### src/rtl/serial_tx_sequencer.sv
`default_nettype none
// ============================================================================
//  serial_tx_sequencer - LSB-first serializer with valid/ready word intake.
//  Optional even-parity trailer when SERIAL_TX_PARITY_EN is defined.
//  Revision: 1.0
// ============================================================================
module serial_tx_sequencer #(
    parameter int DATA_WIDTH = 4
) (
    input  logic                                  clk_i,
    input  logic                                  reset_i,
    input  logic                                  start_valid_i,
    input  logic [DATA_WIDTH-1:0]                 din_i,
    output logic                                  start_ready_o,
    input  logic                                  abort_i,
    output logic                                  sel_o,
    output logic                                  serial_out_o,
    output logic                                  serial_valid_o,
    output logic                                  busy_o,
    output logic                                  done_o,
    output logic [$clog2(DATA_WIDTH+1)-1:0]       bit_cnt_o
);

    localparam int CNT_W = $clog2(DATA_WIDTH + 1);
    localparam logic [CNT_W-1:0] c_LAST_BIT = CNT_W'(DATA_WIDTH - 1);
    localparam logic [CNT_W-1:0] c_ONE      = CNT_W'(1);

    typedef enum logic [1:0] {
        S_IDLE   = 2'd0,
        S_SHIFT  = 2'd1,
`ifdef SERIAL_TX_PARITY_EN
        S_PARITY = 2'd2,
`endif
        S_DONE   = 2'd3
    } state_t;

    state_t                state_q, state_d;
    logic [DATA_WIDTH-1:0] shreg_q, shreg_d;
    logic [CNT_W-1:0]      cnt_q, cnt_d;
    logic                  valid_q, valid_d;
    logic                  done_q, done_d;
    logic                  ready_q, ready_d;
    logic                  busy_q, busy_d;
    logic                  sel_q, sel_d;
`ifdef SERIAL_TX_PARITY_EN
    logic                  parity_q, parity_d;
`endif

    always_comb begin
        state_d = state_q;
        shreg_d = shreg_q;
        cnt_d   = cnt_q;
        valid_d = 1'b0;
        done_d  = 1'b0;
        ready_d = 1'b0;
        busy_d  = 1'b1;
        sel_d   = 1'b0;
`ifdef SERIAL_TX_PARITY_EN
        parity_d = parity_q;
`endif
        case (state_q)
            S_IDLE: begin
                ready_d = 1'b1;
                busy_d  = 1'b0;
                sel_d   = 1'b1;
                if (start_valid_i) begin
                    state_d = S_SHIFT;
                    shreg_d = din_i;
                    cnt_d   = '0;
                    valid_d = 1'b1;
                    ready_d = 1'b0;
                    busy_d  = 1'b1;
                    sel_d   = 1'b0;
`ifdef SERIAL_TX_PARITY_EN
                    parity_d = ^din_i;
`endif
                end
            end
            S_SHIFT: begin
                shreg_d = {1'b0, shreg_q[DATA_WIDTH-1:1]};
                if (cnt_q == c_LAST_BIT) begin
`ifdef SERIAL_TX_PARITY_EN
                    state_d = S_PARITY;
                    cnt_d   = cnt_q + c_ONE;
                    valid_d = 1'b1;
`else
                    // Counter holds at the last index so it never reads DATA_WIDTH.
                    state_d = S_DONE;
                    done_d  = 1'b1;
`endif
                end else begin
                    cnt_d   = cnt_q + c_ONE;
                    valid_d = 1'b1;
                end
            end
`ifdef SERIAL_TX_PARITY_EN
            S_PARITY: begin
                state_d = S_DONE;
                done_d  = 1'b1;
            end
`endif
            S_DONE: begin
                state_d = S_IDLE;
                cnt_d   = '0;
                ready_d = 1'b1;
                busy_d  = 1'b0;
                sel_d   = 1'b1;
            end
            default: begin
                state_d = S_IDLE;
                shreg_d = '0;
                cnt_d   = '0;
                ready_d = 1'b1;
                busy_d  = 1'b0;
                sel_d   = 1'b1;
            end
        endcase

        // Abort cancels only an in-flight word; DONE is already committed.
        if (abort_i && (state_q != S_IDLE) && (state_q != S_DONE)) begin
            state_d = S_IDLE;
            shreg_d = '0;
            cnt_d   = '0;
            valid_d = 1'b0;
            done_d  = 1'b0;
            ready_d = 1'b1;
            busy_d  = 1'b0;
            sel_d   = 1'b1;
        end
    end

    always_ff @(posedge clk_i or posedge reset_i) begin
        if (reset_i) begin
            state_q  <= S_IDLE;
            shreg_q  <= '0;
            cnt_q    <= '0;
            valid_q  <= 1'b0;
            done_q   <= 1'b0;
            ready_q  <= 1'b1;
            busy_q   <= 1'b0;
            sel_q    <= 1'b1;
`ifdef SERIAL_TX_PARITY_EN
            parity_q <= 1'b0;
`endif
        end else begin
            state_q  <= state_d;
            shreg_q  <= shreg_d;
            cnt_q    <= cnt_d;
            valid_q  <= valid_d;
            done_q   <= done_d;
            ready_q  <= ready_d;
            busy_q   <= busy_d;
            sel_q    <= sel_d;
`ifdef SERIAL_TX_PARITY_EN
            parity_q <= parity_d;
`endif
        end
    end

    // The shift register LSB is the live bit, so serial_out is a decode of state.
`ifdef SERIAL_TX_PARITY_EN
    assign serial_out_o = ((state_q == S_SHIFT)  && shreg_q[0]) ||
                          ((state_q == S_PARITY) && parity_q);
`else
    assign serial_out_o = (state_q == S_SHIFT) && shreg_q[0];
`endif

    assign serial_valid_o = valid_q;
    assign done_o         = done_q;
    assign start_ready_o  = ready_q;
    assign busy_o         = busy_q;
    assign sel_o          = sel_q;
    assign bit_cnt_o      = cnt_q;

endmodule
`default_nettype wire

### config.mk
export PLATFORM = sky130hd
export DESIGN_NAME = serial_tx_sequencer
export DESIGN_NICKNAME = d
export VERILOG_FILES = /design/src/rtl/serial_tx_sequencer.sv
export SDC_FILE = /design/constraint.sdc
export NUM_CORES = 1
export LEC_CHECK = 0
export BUFFER_PORTS_ARGS = -buffer_cell sky130_fd_sc_hd__buf_2
export CORE_AREA = 2 2 39 41
export CTS_CLUSTER_DIAMETER = 40
export CTS_CLUSTER_SIZE = 8
export DETAILED_ROUTE_END_ITERATION = 7
export DIE_AREA = 0 0 41 43
export PLACE_DENSITY_LB_ADDON = 0.25
export SYNTH_ARGS = -nofsm -noshare
export SYNTH_HDL_FRONTEND = slang
export SYNTH_SLANG_ARGS = --single-unit
export TNS_END_PERCENT = 20
### constraint.sdc
create_clock -name clk_i -period 3.5 [get_ports clk_i]
set_clock_uncertainty 0.15 [all_clocks]
set_input_delay 0.7 -clock clk_i [delete_from_list [all_inputs] [get_ports clk_i]]
set_output_delay 0.7 -clock clk_i [all_outputs]
set_load 0.01 [all_outputs]
==> results of run 1 <==
worst reg2reg max path, stage by stage, from the launching register on:
cell     delay [ps]
dfrtp_1         420
ha_1            240
ha_1            250
xnor2_1         150
a21oi_1         140
nor2_1           50
cell usage after synthesis:
| library cell | n | area [um2] |
|---|---|---|
| o32ai_2 | 1 | 16.3 |
| and2_1 | 2 | 12.5 |
| inv_2 | 1 | 3.75 |
| nor3_2 | 1 | 10.0 |
| o22ai_1 | 1 | 6.26 |
| o31ai_1 | 1 | 7.51 |
| nand3_1 | 4 | 20.0 |
| or3_1 | 1 | 6.26 |
| o21ai_1 | 1 | 5.00 |
| nand2b_1 | 2 | 12.5 |
| xnor2_1 | 1 | 8.76 |
| inv_1 | 6 | 22.5 |
| nor3b_4 | 1 | 18.8 |
| nand3b_1 | 1 | 7.51 |
| ha_1 | 3 | 37.5 |
| dfstp_2 | 1 | 26.3 |
| nor3b_1 | 2 | 15.0 |
| o21ai_0 | 2 | 10.0 |
| mux2i_1 | 3 | 30.0 |
| nand2_1 | 1 | 3.75 |
| nor2b_1 | 2 | 12.5 |
| dfrtp_1 | 12 | 300 |
| a21oi_1 | 5 | 25.0 |
| buf_2 | 2 | 10.0 |
| nor2_1 | 1 | 3.75 |
| buf_4 | 2 | 15.0 |
| a32oi_1 | 1 | 8.76 |
| o31a_1 | 1 | 8.76 |
power by group through the flow:
stage	registers [W]	clock network, W	logic, W
finish	0.000189	0.0000894	0.0000776
global route	0.000192	0.000101	0.0000883
CTS	0.000189	0.0000904	0.0000791
detailed placement	0.000191	0	0.0000787
global placement	0.000191	0	0.0000780
floorplan	0.000190	0	0.0000566
cell families after synthesis:
logic type	after synthesis
flops	13
buf+inv	11
fa+ha+maj	3
xor+xnor	1
compound gates	13
simple gates	18
mux	3
routing by layer:
metal / track usage (%) / routed length [um] / vias up
li1: - / - / 245
met1: 19.9 / 524 / 214
met2: 23.4 / 538 / 12
met3: 5.24 / 58 / 5
met4: 10.0 / 34 / 0
met5: 0 / 0 / -
stage by stage:
stage | worst slack (ps) | cell area [um2] | cells | hold slack (ps) | total power (W)
floorplan | 1710 | 664 | 62 | 320 | 0.000247
global placement | 1670 | 739 | 90 | 365 | 0.000269
detailed placement | 1630 | 739 | 90 | 357 | 0.000270
CTS | 1320 | 766 | 94 | 297 | 0.000359
global route | 1200 | 766 | 94 | 320 | 0.000381
finish | 1310 | 766 | 94 | 277 | 0.000356
flip-flops by register name (all words and copies together), names as in the netlist:
signal,flops
shreg_q,4
bit_cnt_o,3
state_q,2
busy_o,1
done_o,1
sel_o,1
serial_valid_o,1
worst max-delay path by stage:
stage | from | endpoint | slack (ps) | cells after the start
2_1_floorplan | state_q[0] | serial_out_o | 1710 | 3
3_3_place_gp | state_q[0] | serial_out_o | 1670 | 3
3_5_place_dp | state_q[0] | serial_out_o | 1630 | 3
4_1_cts | state_q[0] | serial_out_o | 1320 | 3
5_1_grt | state_q[0] | serial_out_o | 1200 | 3
6_report | state_q[0] | serial_out_o | 1310 | 3
area by class of cell:
cell class	instances	area [um2]	area share [%]
flip-flops and latches	13	327	42.6
multi-input cells	38	287	37.4
repair buffers	16	80.1	10.5
clock buffers	4	26.3	3.43
inverters	7	26.3	3.43
well taps	16	20.0	2.61
==> out/results.ini, run 1 <==
[placement]
io_buffers = 16
dp_hpwl_um = 878
place_congestion = 0.728

[floorplanning]
io_pins = 17
die_y_um = 43
rows = 14
core-area_mm2 = 0.00138
die_area_mm2 = 0.00176
start_util_pct = 48.0
dieWidth_um = 41

[sta]
rsz0062_at_grt = false
setup_viol = 0
worst_slew_pin_slew_ps = 503
fmax_mhz = 456
setup_tns_ps = 0
period_needed_ps = 2190
fin_crit_sh_pct = 62.6
finalHoldViolations = 0
slew_viol_final = 0
slew_headroom_pct = 66.4

[layout]
fin_nets = 90
fill_cells = 130
final_core_utilization_pct = 55.3
drive_gt1_share_pct = 30.8
diodes = 0
final_cell_mix = buf_2, dfrtp_1, inv_1
area_delta_synth_final_pct = 15.3
layout_commonest_cell = buf_2

[clock_tree]
postCtsHoldBufs = 0
clock-sinks = 13
htree_levels = 1
clk_pin_slew_ps = 70
cts_tree = built
cts_buffer_depth = 2
cts_root_buffer = clkbuf_4
clock_latency_ps = 270
cts-resized-gates = 0
numCtsBuffers = 3
cts_setup_buffers = 0

[synth]
yosysUniqueCellTypes = 28
syn_area_um2 = 664
synth-adder-area-share_pct = 5.65
synth_cells = 62
synth-compound-area-share_pct = 13.2
synth_top_family_by_area = simple AND/OR/NAND/NOR gates
synth-xor-area-share_pct = 1.32
seq_area_frac_synth_pct = 49.2
syn-num-nets = 73
synth-simple-area-share_pct = 18.5
syn_area_per_cell_um2 = 10.7
yosys-mux-area-fraction_pct = 4.52
yosys_warnings = 0
ys_seq_elements = 13

[routing]
drc = 0
drt-pass1-iter-count = 4
via_count = 476
wirelength_mm = 1.16
ant_nets = 0
wl_per_cell_um = 12.3
routed_via_density = 5.06
drtIter0Drc = 7

[setup_path]
cp_slowest_cell = dfrtp_1
path_delay_family = flip-flops
arrival_ps = 1340
critical_path.endpoint_type = output port
crit_fanout = 14
start_kind = flop
ff2ff_path_depth = 5
rr_endpoint = bit_cnt_o[0]
r2r_slack_ps = 1970
criticalPathCategory = reg -> out
reg2reg_from = bit_cnt_o[0]
path_cells = inv_1, nor3b_1, buf_2
cp_slowest_stage_delay_ps = 580
crit_required_ps = 2650
critPathBufInv = 2

[power_and_ir_drop]
p_per_area_mw_per_mm2 = 465
vdd_drop_max_mv = 0.262
intPower_w = 0.000253
p_switching_w = 0.000103
pwr-share-comb_pct = 21.8
clock_power_share_pct = 25.1
seq_power_share_pct = 53.0
leakagePower_nw = 0.373
netSwitchingFraction_pct = 28.9

[outcome]
status = completed

[global_route]
antenna_found_initial = 0
grt_start_max_net_pins = 16
grt_pass1_vias = 434
grt_pass1_wl_mm = 1.84
track_usage_pct = 16.2
grt_overflow = 0

[run]
drv_cap = 0

[worst_hold_path]
hp-class = in -> async

Note: power is estimated with default switching activity, not from simulation.
==> run 2, diff against run 1 <==
- CORE_AREA: 2 2 39 41 -> 2 2 42 44
- DIE_AREA: 0 0 41 43 -> 0 0 44 46
- clock period: 3.5 -> 1.9 ns (I/O delays scaled with it)
==> run 2 against run 1 <==
Compared with the run above: sequential cell count unchanged; critical path type unchanged; total power up 86%; largest cell class unchanged; sequential share of layout area down 0.52 points; wire length down 0.78%; hold slack better by 21 ps; highest routed layer unchanged.
==> out/results.ini, run 2 (same netlist as run 1, synthesis figures left out) <==
[setup_path]
r2r_slack_ps = 390
crit_required_ps = 1370
path_delay_family = flip-flops
critPathBufInv = 1
critical_path.endpoint_type = output port
cp_slowest_stage_delay_ps = 560
arrival_ps = 1230
path_cells = nor3b_1, buf_2
criticalPathCategory = reg -> out
cp_slowest_cell = dfrtp_1
start_kind = flop
crit_fanout = 15

[placement]
dp_hpwl_um = 809
io_buffers = 16
dp_slack_ps = 355
place_congestion = 0.683

[layout]
seq_area_um2 = 328
diodes = 0
largest-register = shreg_q
largest_reg_flops = 4
area_delta_synth_final_pct = 17.1
fin_nets = 91
final_cell_mix = buf_2, dfrtp_1, inv_1
layout_commonest_cell = buf_2
multiInputGateArea_um2 = 287
fill_cells = 167
drive_gt1_share_pct = 31.6

[sta]
setup_viol = 0
slew_viol_final = 0
hold_ws_ps = 298
fin_crit_sh_pct = 92.7
slew_headroom_pct = 67.2
rsz0062_at_grt = false
finalHoldViolations = 0
worst_slew_pin_slew_ps = 492
worst_slack_ps = 139
fmax_mhz = 568
period_needed_ps = 1760
setup_tns_ps = 0

[power_and_ir_drop]
leakagePower_nw = 0.376
p_per_area_mw_per_mm2 = 849
vdd_drop_max_mv = 0.566

[routing]
highest_layer = met4
wirelength_mm = 1.15
drtIter0Drc = 19
met2_length_um = 495
ant_nets = 0
routed_via_density = 4.92
wl_met3_um = 71
drc = 0
wl_per_cell_um = 11.9
drt-pass1-iter-count = 4
wl_met1_um = 546
via_count = 472

[global_route]
track_usage_pct = 13.2
grt_pass1_wl_mm = 1.84
antenna_found_initial = 0
grt_pass1_vias = 417
grt_overflow = 0
grt_start_max_net_pins = 16

[clock_tree]
clock_latency_ps = 280
clk_pin_slew_ps = 70
cts_tree = built
htree_levels = 1
cts_buffer_depth = 2
clock-sinks = 13
cts_setup_buffers = 0
numCtsBuffers = 3
cts_root_buffer = clkbuf_4

[floorplanning]
die_area_mm2 = 0.00202
rows = 15
dieWidth_um = 44
die_y_um = 46
core-area_mm2 = 0.00161
io_pins = 17
start_util_pct = 41.2

[run]
drv_cap = 0

[outcome]
status = completed

[worst_hold_path]
hp-class = in -> reg

run 2: cell count changes in the layout (fill, tap and decap cells not counted):
cell           change
dfrtp_1            -1
dfrtp_2            +1
dlygate4sd3_1      +1
run 2: metrics by stage:
step | instance area [um2] | power (W) | cells | utilization (%)
after floorplan | 664 | 0.000454 | 62 | -
after global placement | 741 | 0.000496 | 91 | 45.9
after detailed placement | 741 | 0.000496 | 91 | 45.9
after CTS | 777 | 0.000671 | 96 | 48.1
after global routing | 778 | 0.000709 | 96 | 48.2
final | 778 | 0.000661 | 96 | 48.2
run 2: path summary, 6_finish.rpt:
path / endpoint / start / cells after the start
setup / recovery: serial_out_o / state_q[1] / 2
hold / removal: shreg_q[3] / din_i[3] / 3
setup reg to reg: bit_cnt_o[0] / bit_cnt_o[0] / 5
hold reg to reg: shreg_q[2] / shreg_q[2] / 2
max in group asynchronous: state_q[0] / reset_i / 3
min in group asynchronous: bit_cnt_o[2] / reset_i / 3
run 2: tightest hold or removal path, cell delays in order:
cell and delay (ps):
buf_2 90, mux2i_1 130, o31ai_1 80
run 2: final cells by class:
class                           count  area share [%]
Inverter                            7            3.38
Multi-Input combinational cell     38            36.8
Clock buffer                        4            3.38
Sequential cell                    13            42.1
Timing Repair Buffer               17            11.6
Tap cell                           17            2.73
run 2: routing by layer:
metal  vias up  GRT usage (%)
li1        246              -
met1       205           18.6
met2        16           18.2
met3         5           2.38
met4         0           9.09
met5         -              0
run 2: repair_timing:
| item | 4_1_cts | 5_1_grt |
|---|---|---|
| endpoints found under the hold margin | 12 | 0 |
| endpoints found under the setup margin | 0 | 1 |
| resized for setup | 0 | 1 |
| hold buffers | 1 | 0 |
run 2: power by group:
part / switching, W / total [W] / internal, W
combinational: 0.0000730 / 0.000144 / 0.0000711
clock: 0.0000869 / 0.000168 / 0.0000815
sequential: 0.0000323 / 0.000348 / 0.000316
total: 0.000192 / 0.000661 / 0.000468
